**src/rtl/clk_rst_seq.sv**
```systemverilog
// clk_rst_seq: staged per-channel reset release with per-channel clock-enable dividers
// Ports: clk_sys_i system clock; rst_i async active-high reset; en_i divider run enable;
//        soft_rst_i sync sequence restart; div_i per-channel divide words;
//        clk_en_o per-channel strobe; clk_div_o per-channel divided clock;
//        rstn_o per-channel active-low reset; done_o all channels released.
module clk_rst_seq #(
  parameter int G_NUM_CH      = 4,
  parameter int G_DIV_WIDTH   = 16,
  parameter int G_RST_DELAY   = 16,
  parameter int G_RST_STAGGER = 8
) (
  input  logic                            clk_sys_i,
  input  logic                            rst_i,
  input  logic                            en_i,
  input  logic                            soft_rst_i,
  input  logic [G_NUM_CH*G_DIV_WIDTH-1:0] div_i,
  output logic [G_NUM_CH-1:0]             clk_en_o,
  output logic [G_NUM_CH-1:0]             clk_div_o,
  output logic [G_NUM_CH-1:0]             rstn_o,
  output logic                            done_o
);
  localparam int LAST = G_RST_DELAY + (G_NUM_CH - 1) * G_RST_STAGGER;
  localparam int CW   = $clog2(LAST + 1);
  typedef enum logic [1:0] {HOLD, STAGGER, RUN} state_t;
  state_t state_q, state_d;
  logic [CW-1:0] seq_cnt_q, seq_cnt_d;
  logic [G_NUM_CH-1:0] rstn_q, rstn_d, clk_en_q, clk_en_d, clk_div_q, clk_div_d;
  logic [G_NUM_CH-1:0] act, rel, hit;
  logic done_q, done_d;
  logic [G_NUM_CH-1:0][G_DIV_WIDTH-1:0] cnt_q, cnt_d, dv_q, dv_d;
  always_comb begin
    // seq_cnt equals the number of edges since sequence start until RUN freezes it
    seq_cnt_d = (state_q == RUN) ? seq_cnt_q : seq_cnt_q + CW'(1);
    // channel k releases on the edge leaving seq_cnt at its release number
    for (int k = 0; k < G_NUM_CH; k++)
      rstn_d[k] = rstn_q[k] | (32'(seq_cnt_q) == G_RST_DELAY - 1 + k * G_RST_STAGGER);
    done_d = &rstn_d;
    state_d = done_d ? RUN : (32'(seq_cnt_d) >= G_RST_DELAY - 1) ? STAGGER : HOLD;
    act = rstn_q & {G_NUM_CH{en_i}};
    rel = rstn_d & ~rstn_q;
    for (int k = 0; k < G_NUM_CH; k++) begin
      hit[k] = act[k] & (cnt_q[k] == dv_q[k]);
      cnt_d[k] = hit[k] ? '0 : act[k] ? cnt_q[k] + G_DIV_WIDTH'(1) : cnt_q[k];
      // divide word is sampled only at release and at each period boundary
      dv_d[k] = (hit[k] | rel[k]) ? div_i[k*G_DIV_WIDTH +: G_DIV_WIDTH] : dv_q[k];
    end
    clk_en_d  = hit;
    clk_div_d = clk_div_q ^ hit;
    if (soft_rst_i) begin
      state_d   = HOLD;
      seq_cnt_d = '0;
      rstn_d    = '0;
      done_d    = 1'b0;
      cnt_d     = '0;
      dv_d      = '0;
      clk_en_d  = '0;
      clk_div_d = '0;
    end
  end
  always_ff @(posedge clk_sys_i or posedge rst_i) begin
    if (rst_i) begin
      state_q   <= HOLD;
      seq_cnt_q <= '0;
      rstn_q    <= '0;
      done_q    <= 1'b0;
      cnt_q     <= '0;
      dv_q      <= '0;
      clk_en_q  <= '0;
      clk_div_q <= '0;
    end else begin
      state_q   <= state_d;
      seq_cnt_q <= seq_cnt_d;
      rstn_q    <= rstn_d;
      done_q    <= done_d;
      cnt_q     <= cnt_d;
      dv_q      <= dv_d;
      clk_en_q  <= clk_en_d;
      clk_div_q <= clk_div_d;
    end
  end
  assign clk_en_o  = clk_en_q;
  assign clk_div_o = clk_div_q;
  assign rstn_o    = rstn_q;
  assign done_o    = done_q;
endmodule
```
**config.mk**
```make
export PLATFORM = sky130hd
export DESIGN_NAME = clk_rst_seq
export DESIGN_NICKNAME = d
export VERILOG_FILES = /design/src/rtl/clk_rst_seq.sv
export SDC_FILE = /design/constraint.sdc
export NUM_CORES = 1
export LEC_CHECK = 0
export CAP_MARGIN = 20
export CORE_UTILIZATION = 50
export DETAILED_ROUTE_END_ITERATION = 8
export HOLD_SLACK_MARGIN = 0.02
export PLACE_DENSITY = 0.72
export REMOVE_ABC_BUFFERS = 1
export SLEW_MARGIN = 40
export SYNTH_ARGS = -nofsm -noshare
export SYNTH_HDL_FRONTEND = slang
export SYNTH_SLANG_ARGS = --single-unit
```
**constraint.sdc**
```tcl
create_clock -name clk_sys_i -period 6.4 [get_ports clk_sys_i]
set_input_delay 0.96 -clock clk_sys_i [delete_from_list [all_inputs] [get_ports clk_sys_i]]
set_output_delay 0.96 -clock clk_sys_i [all_outputs]
set_load 0.02 [all_outputs]
```
== Word-level counts from Yosys, hierarchy flattened ==
Index checks and enable logic that the tools add are counted.
Word-level totals
  bits of input ports: 68
  logic and storage cells: 77
  bits in registers: 149
Cells by class
  order comparisons: 1
  bitwise gates (word level): 16
  add/sub/neg operators: 5
  equality and inequality tests: 9
  multiplexer cells: 23
  reduce and logical (&&, ||, !) cells: 9
Operator list (count)
  2-to-1 mux 16 bit: 12
  2-to-1 mux 64 bit: 2
  adder 16 x 1 -> 16 bit, second input constant: 4
  == test 16 bit: 4
  == test 6 x 5 -> 1 bit, second input constant: 2
  2-to-1 mux 4 bit: 3
  2-to-1 mux 6 bit: 2
  nonzero test 3 bit: 4
  bitwise AND 4 bit: 2
  bitwise OR 1 bit: 8
  nonzero test 2 bit: 4
  adder 6 x 1 -> 6 bit, second input constant: 1
  == test 6 x 4 -> 1 bit, second input constant: 1
  == test 6 bit, second input constant: 1
  greater-or-equal comparator 6 x 4 -> 1 bit, second input constant: 1
  bitwise AND 1 bit: 4
  2-to-1 mux 2 bit: 2
  inverter 4 bit: 1
  AND reduction 4 bit: 1
  bitwise XOR 4 bit: 1
  == test 2 bit, second input constant: 1
  2-to-1 mux 1 bit: 2

== Depth between registers and ports, before layout ==
  depth after elaboration: 6
  mapped depth: 9
  gate-level depth less buffers: 7

== Worst setup path after synthesis ==
Ideal clock, no wire load.
  path type: input to register
  start: in soft_rst_i
  end: reg cnt_q[15] in the netlist's numbering
  setup time: 119 ps
  stages: 7
  arrival: 2221 ps
  setup slack: 4060 ps
  data required time: 6281 ps
  cell sequence: clkbuf_1 a21oi_1 nor4b_2 nand2_1 nor3_1 xnor2_1 nor2_1
Between the ends
  cells in the longest elaborated chain, start to end: 1
Ends and longest elaborated chain
  start, declared: RTL line 15  | input logic soft_rst_i,
  nonzero test 3 bit (no source line) or 2-to-1 mux 64 bit (tied branches)
  end signal, assigned: RTL line 75  | cnt_q <= cnt_d;
  end, declared: RTL line 30  | logic [G_NUM_CH-1:0][G_DIV_WIDTH-1:0] cnt_q, cnt_d, dv_q, dv_d;
Several ways; a longest one is shown, not always the timed one.
A chain may end at the register's enable or synchronous reset.

== Final worst setup path ==
  start: in en_i
  end: reg dv_q[17] in the netlist's numbering
Between the ends
  cells in the longest elaborated chain, start to end: 4
Ends and longest elaborated chain
  start, declared: RTL line 14  | input logic en_i,
  bitwise AND 4 bit: RTL line 39  | act = rstn_q & {G_NUM_CH{en_i}};
  bitwise AND 1 bit: RTL line 42  | hit[k] = act[k] & (cnt_q[k] == dv_q[k]);
  bitwise OR 1 bit: RTL line 45  | dv_d[k] = (hit[k] | rel[k]) ? div_i[k*G_DIV_WIDTH +: G_DIV_WIDTH] : dv_q[k];
  nonzero test 2 bit (no source line)
  end signal, assigned: RTL line 76  | dv_q <= dv_d;
  end, declared: RTL line 30
No other way between the ends.

==> results.toml <==
[finish]
layout_common_cells = "148 x dfrtp_1, 133 x nand2b_1, 98 x nor2_1"
layout.nets = 937
layout-drive-gt1-share_pct = 4.91
layoutNonFillerInstCount = 1091
diodes = 0
fillCellCount = 1330
multi_input_area_um2 = 4090
final_common_cell = "dfrtp_1"
area_delta_synth_final_pct = 17.7
layout.area.seq_um2 = 3700

[clock_network]
cts_tree = "yes"
cts_buffers = 17
postCtsHoldBufs = 0
postCtsSetupBuffers = 0
cts_sinks = 148
cts_buffer_depth = 2
h-tree-depth = 4
ctsResizeCount = 0
clockRootBuffer = "clkbuf_16"
clk_pin_slew_ns = 0.05
insertion_delay_ns = 0.43

[critical_path]
slowest_delay_ns = 0.70
worst-path-max-fanout = 16
start_kind = "input pin"
crit_slowest_cell = "clkdlybuf4s50_1"
crit_type = "in2reg"
cp_data_required_time_ns = 6.74
cp.arrival_ns = 3.25
end_kind = "register"
path_cells = "clkdlybuf4s50_1, and2_1, nand4_1, a21boi_4, mux2i_1"

[detailed_routing]
postRouteAntennaNets = 0
first_iter_violations = 360
vias = 5647
drc = 0
finalWirelength_um = 15400
wl_per_cell_um = 14.1
first_pass_iters = 5
routed_via_density = 5.18

[synth]
synth_top_family_by_area = "simple AND/OR/NAND/NOR gates"
yosys.area.top_type = "dfrtp_1"
synthXorXnorAreaFrac_pct = 13.7
synth_edf_count = 0
synth_seq_area_share_pct = 46.0
synth_ff_type = "dfrtp_1"
yosys.area_share.simple_pct = 25.1
synth_top_area_share_pct = 46.0
synth_cells = 804
synth.mux.area_fraction_pct = 8.46
ys_warn_count = 0
ys_seq_elements = 148
syn_area_um2 = 8050
synth.area.top_cells = "dfrtp_1 46%, nand2b_1 10%, mux2i_1 8.5%, xnor2_1 7.2%, xor2_1 6.5%"
synth_fa_ha_area_share_pct = 0.778
synth.avg_cell_area_um2 = 10.0
synth_cell_types = 43
synthArstFlopShare_pct = 100
synth-compound-area-share_pct = 2.63

[power_and_ir_drop]
sequentialPowerShare_pct = 47.6
peakVddDrop_uv = 209
switching_share_pct = 20.8
p_comb_share_pct = 5.5
power_density_nw_per_um2 = 209
power.switching_mw = 0.411
internal_power_mw = 1.56
leakage_nw = 4.50
power_mw = 1.97
p_clk_share_pct = 46.9

[place]
globalplace.congestion = 0.838
dp.cells = 1061
io_buffers = 80
dp_hpwl_um = 10500

[floorplanning]
die_w_um = 129
row_count = 46
start_util_pct = 51.0
dieArea_um2 = 16600
floorplan.core_area_um2 = 15800
ioPinCount = 81
die_h_um = 129

[timing]
hold_viol = 0
tightest_slew_ns = 0.743
fin_setup_tns_ns = 0
max_slew_margin_pct = 50.4
slew_violations = 0
setup-violations-final = 0
fin_skew_ns = 0.0235
period_minus_slack_ns = 2.91
rsz0062_at_grt = "no"
max_freq_mhz = 344
period_share_pct = 45.4

[grt]
grt_max_degree = 106
overflow = 0
grt_pass1_vias = 5737
grt_util_all_layers_pct = 20.5
grt_first_pass_wirelength_um = 26700
antenna_found_initial = 0

[run]
drv_cap = 0

[worst_hold_path]
hold_class = "reg2reg"

[run_status]
status = "complete, no violations"
## synth_stat cells, types with 2 or more instances
master / number
a21oi_1: 17
a22oi_1: 4
and2_1: 2
and3_1: 11
buf_2: 4
buf_4: 2
buf_6: 7
clkbuf_1: 27
dfrtp_1: 148
ha_1: 5
inv_1: 8
mux2i_1: 68
nand2_1: 44
nand2b_1: 133
nand3_1: 26
nand4_1: 18
nand4_2: 2
nand4b_1: 3
nor2_1: 98
nor2b_1: 5
nor3_1: 8
nor3b_1: 5
nor4_1: 4
nor4_2: 5
o21a_1: 4
o21ai_0: 5
xnor2_1: 66
xor2_1: 60
## layer usage
metal / share of wire (%) / vias up / global-route usage, %
met4: 0.88 / 0 / 7.27
met5: 0 / - / 0
met3: 3.2 / 14 / 4.62
met1: 47 / 2762 / 26.5
li1: - / 2779 / -
met2: 49 / 92 / 33.7
## logic make-up after synthesis
| kind of cell | Yosys count |
|---|---|
| adder cells (fa/ha/maj) | 5 |
| AO/OA/AOI/OAI | 35 |
| XOR/XNOR | 126 |
| buffers and inverters | 49 |
| multiplexers | 68 |
| AND/OR/NAND/NOR | 373 |
| flip-flops | 148 |
## worst max-delay path: cells and delay by family
kind | cells | cell delay [ns]
and+or+nand+nor | 2 | 0.61
AOI/OAI and AO/OA | 1 | 0.68
buffers and inverters | 1 | 0.70
muxes | 1 | 0.29
## stage by stage
stage,util [%],hold WS [ns],setup slack [ns],cell area [µm²]
after floorplan,-,0.513,1.46,7810
after global placement,56.5,0.535,2.92,8900
after detailed placement,56.5,0.545,3.04,8920
after CTS,60.0,0.557,3.48,9460
after global routing,60.0,0.583,3.36,9470
final,60.0,0.556,3.49,9470
## layout make-up
class                           count  area share, %
Clock buffer                       25           5.23
Clock inverter                      5          0.529
Inverter                            8          0.397
Multi-Input combinational cell    607           43.2
Sequential cell                   148           39.1
Tap cell                          216           2.86
Timing Repair Buffer               82           8.63
## power by group through the flow
stage / combinational (mW) / clock, mW / sequential, mW
finish: 0.109 / 0.926 / 0.940
global route: 0.122 / 0.986 / 0.939
CTS: 0.111 / 0.948 / 0.940
detailed placement: 0.111 / 0 / 0.956
global placement: 0.108 / 0 / 0.956
floorplan: 0.0449 / 0 / 0.956
## flip-flops by register name, summed over array words and instances (netlist names)
name	flops
dv_q	64
clk_en_o	4
cnt_q	64
rstn_o	4
seq_cnt_q	6
state_q	1
done_o	1
clk_div_o	4
## worst paths after layout
path                                             start                      to  slack [ns]  cells past startpoint
worst min-delay path            clk_div_o[0]$_DFF_PP0_  clk_div_o[0]$_DFF_PP0_        0.56                      2
max in group asynchronous                        rst_i    dv_q[40]$_DFFE_PP0P_        4.32                      3
worst max-delay path                              en_i    dv_q[17]$_DFFE_PP0P_        3.49                      5
min in group asynchronous                        rst_i     dv_q[9]$_DFFE_PP0P_        1.05                      2
worst max register to register    cnt_q[0]$_DFFE_PP0P_    cnt_q[4]$_DFFE_PP0P_        4.25                      6
worst min register to register  clk_div_o[0]$_DFF_PP0_  clk_div_o[0]$_DFF_PP0_        0.56                      2
No activity file was read; power rests on OpenSTA's default activity.
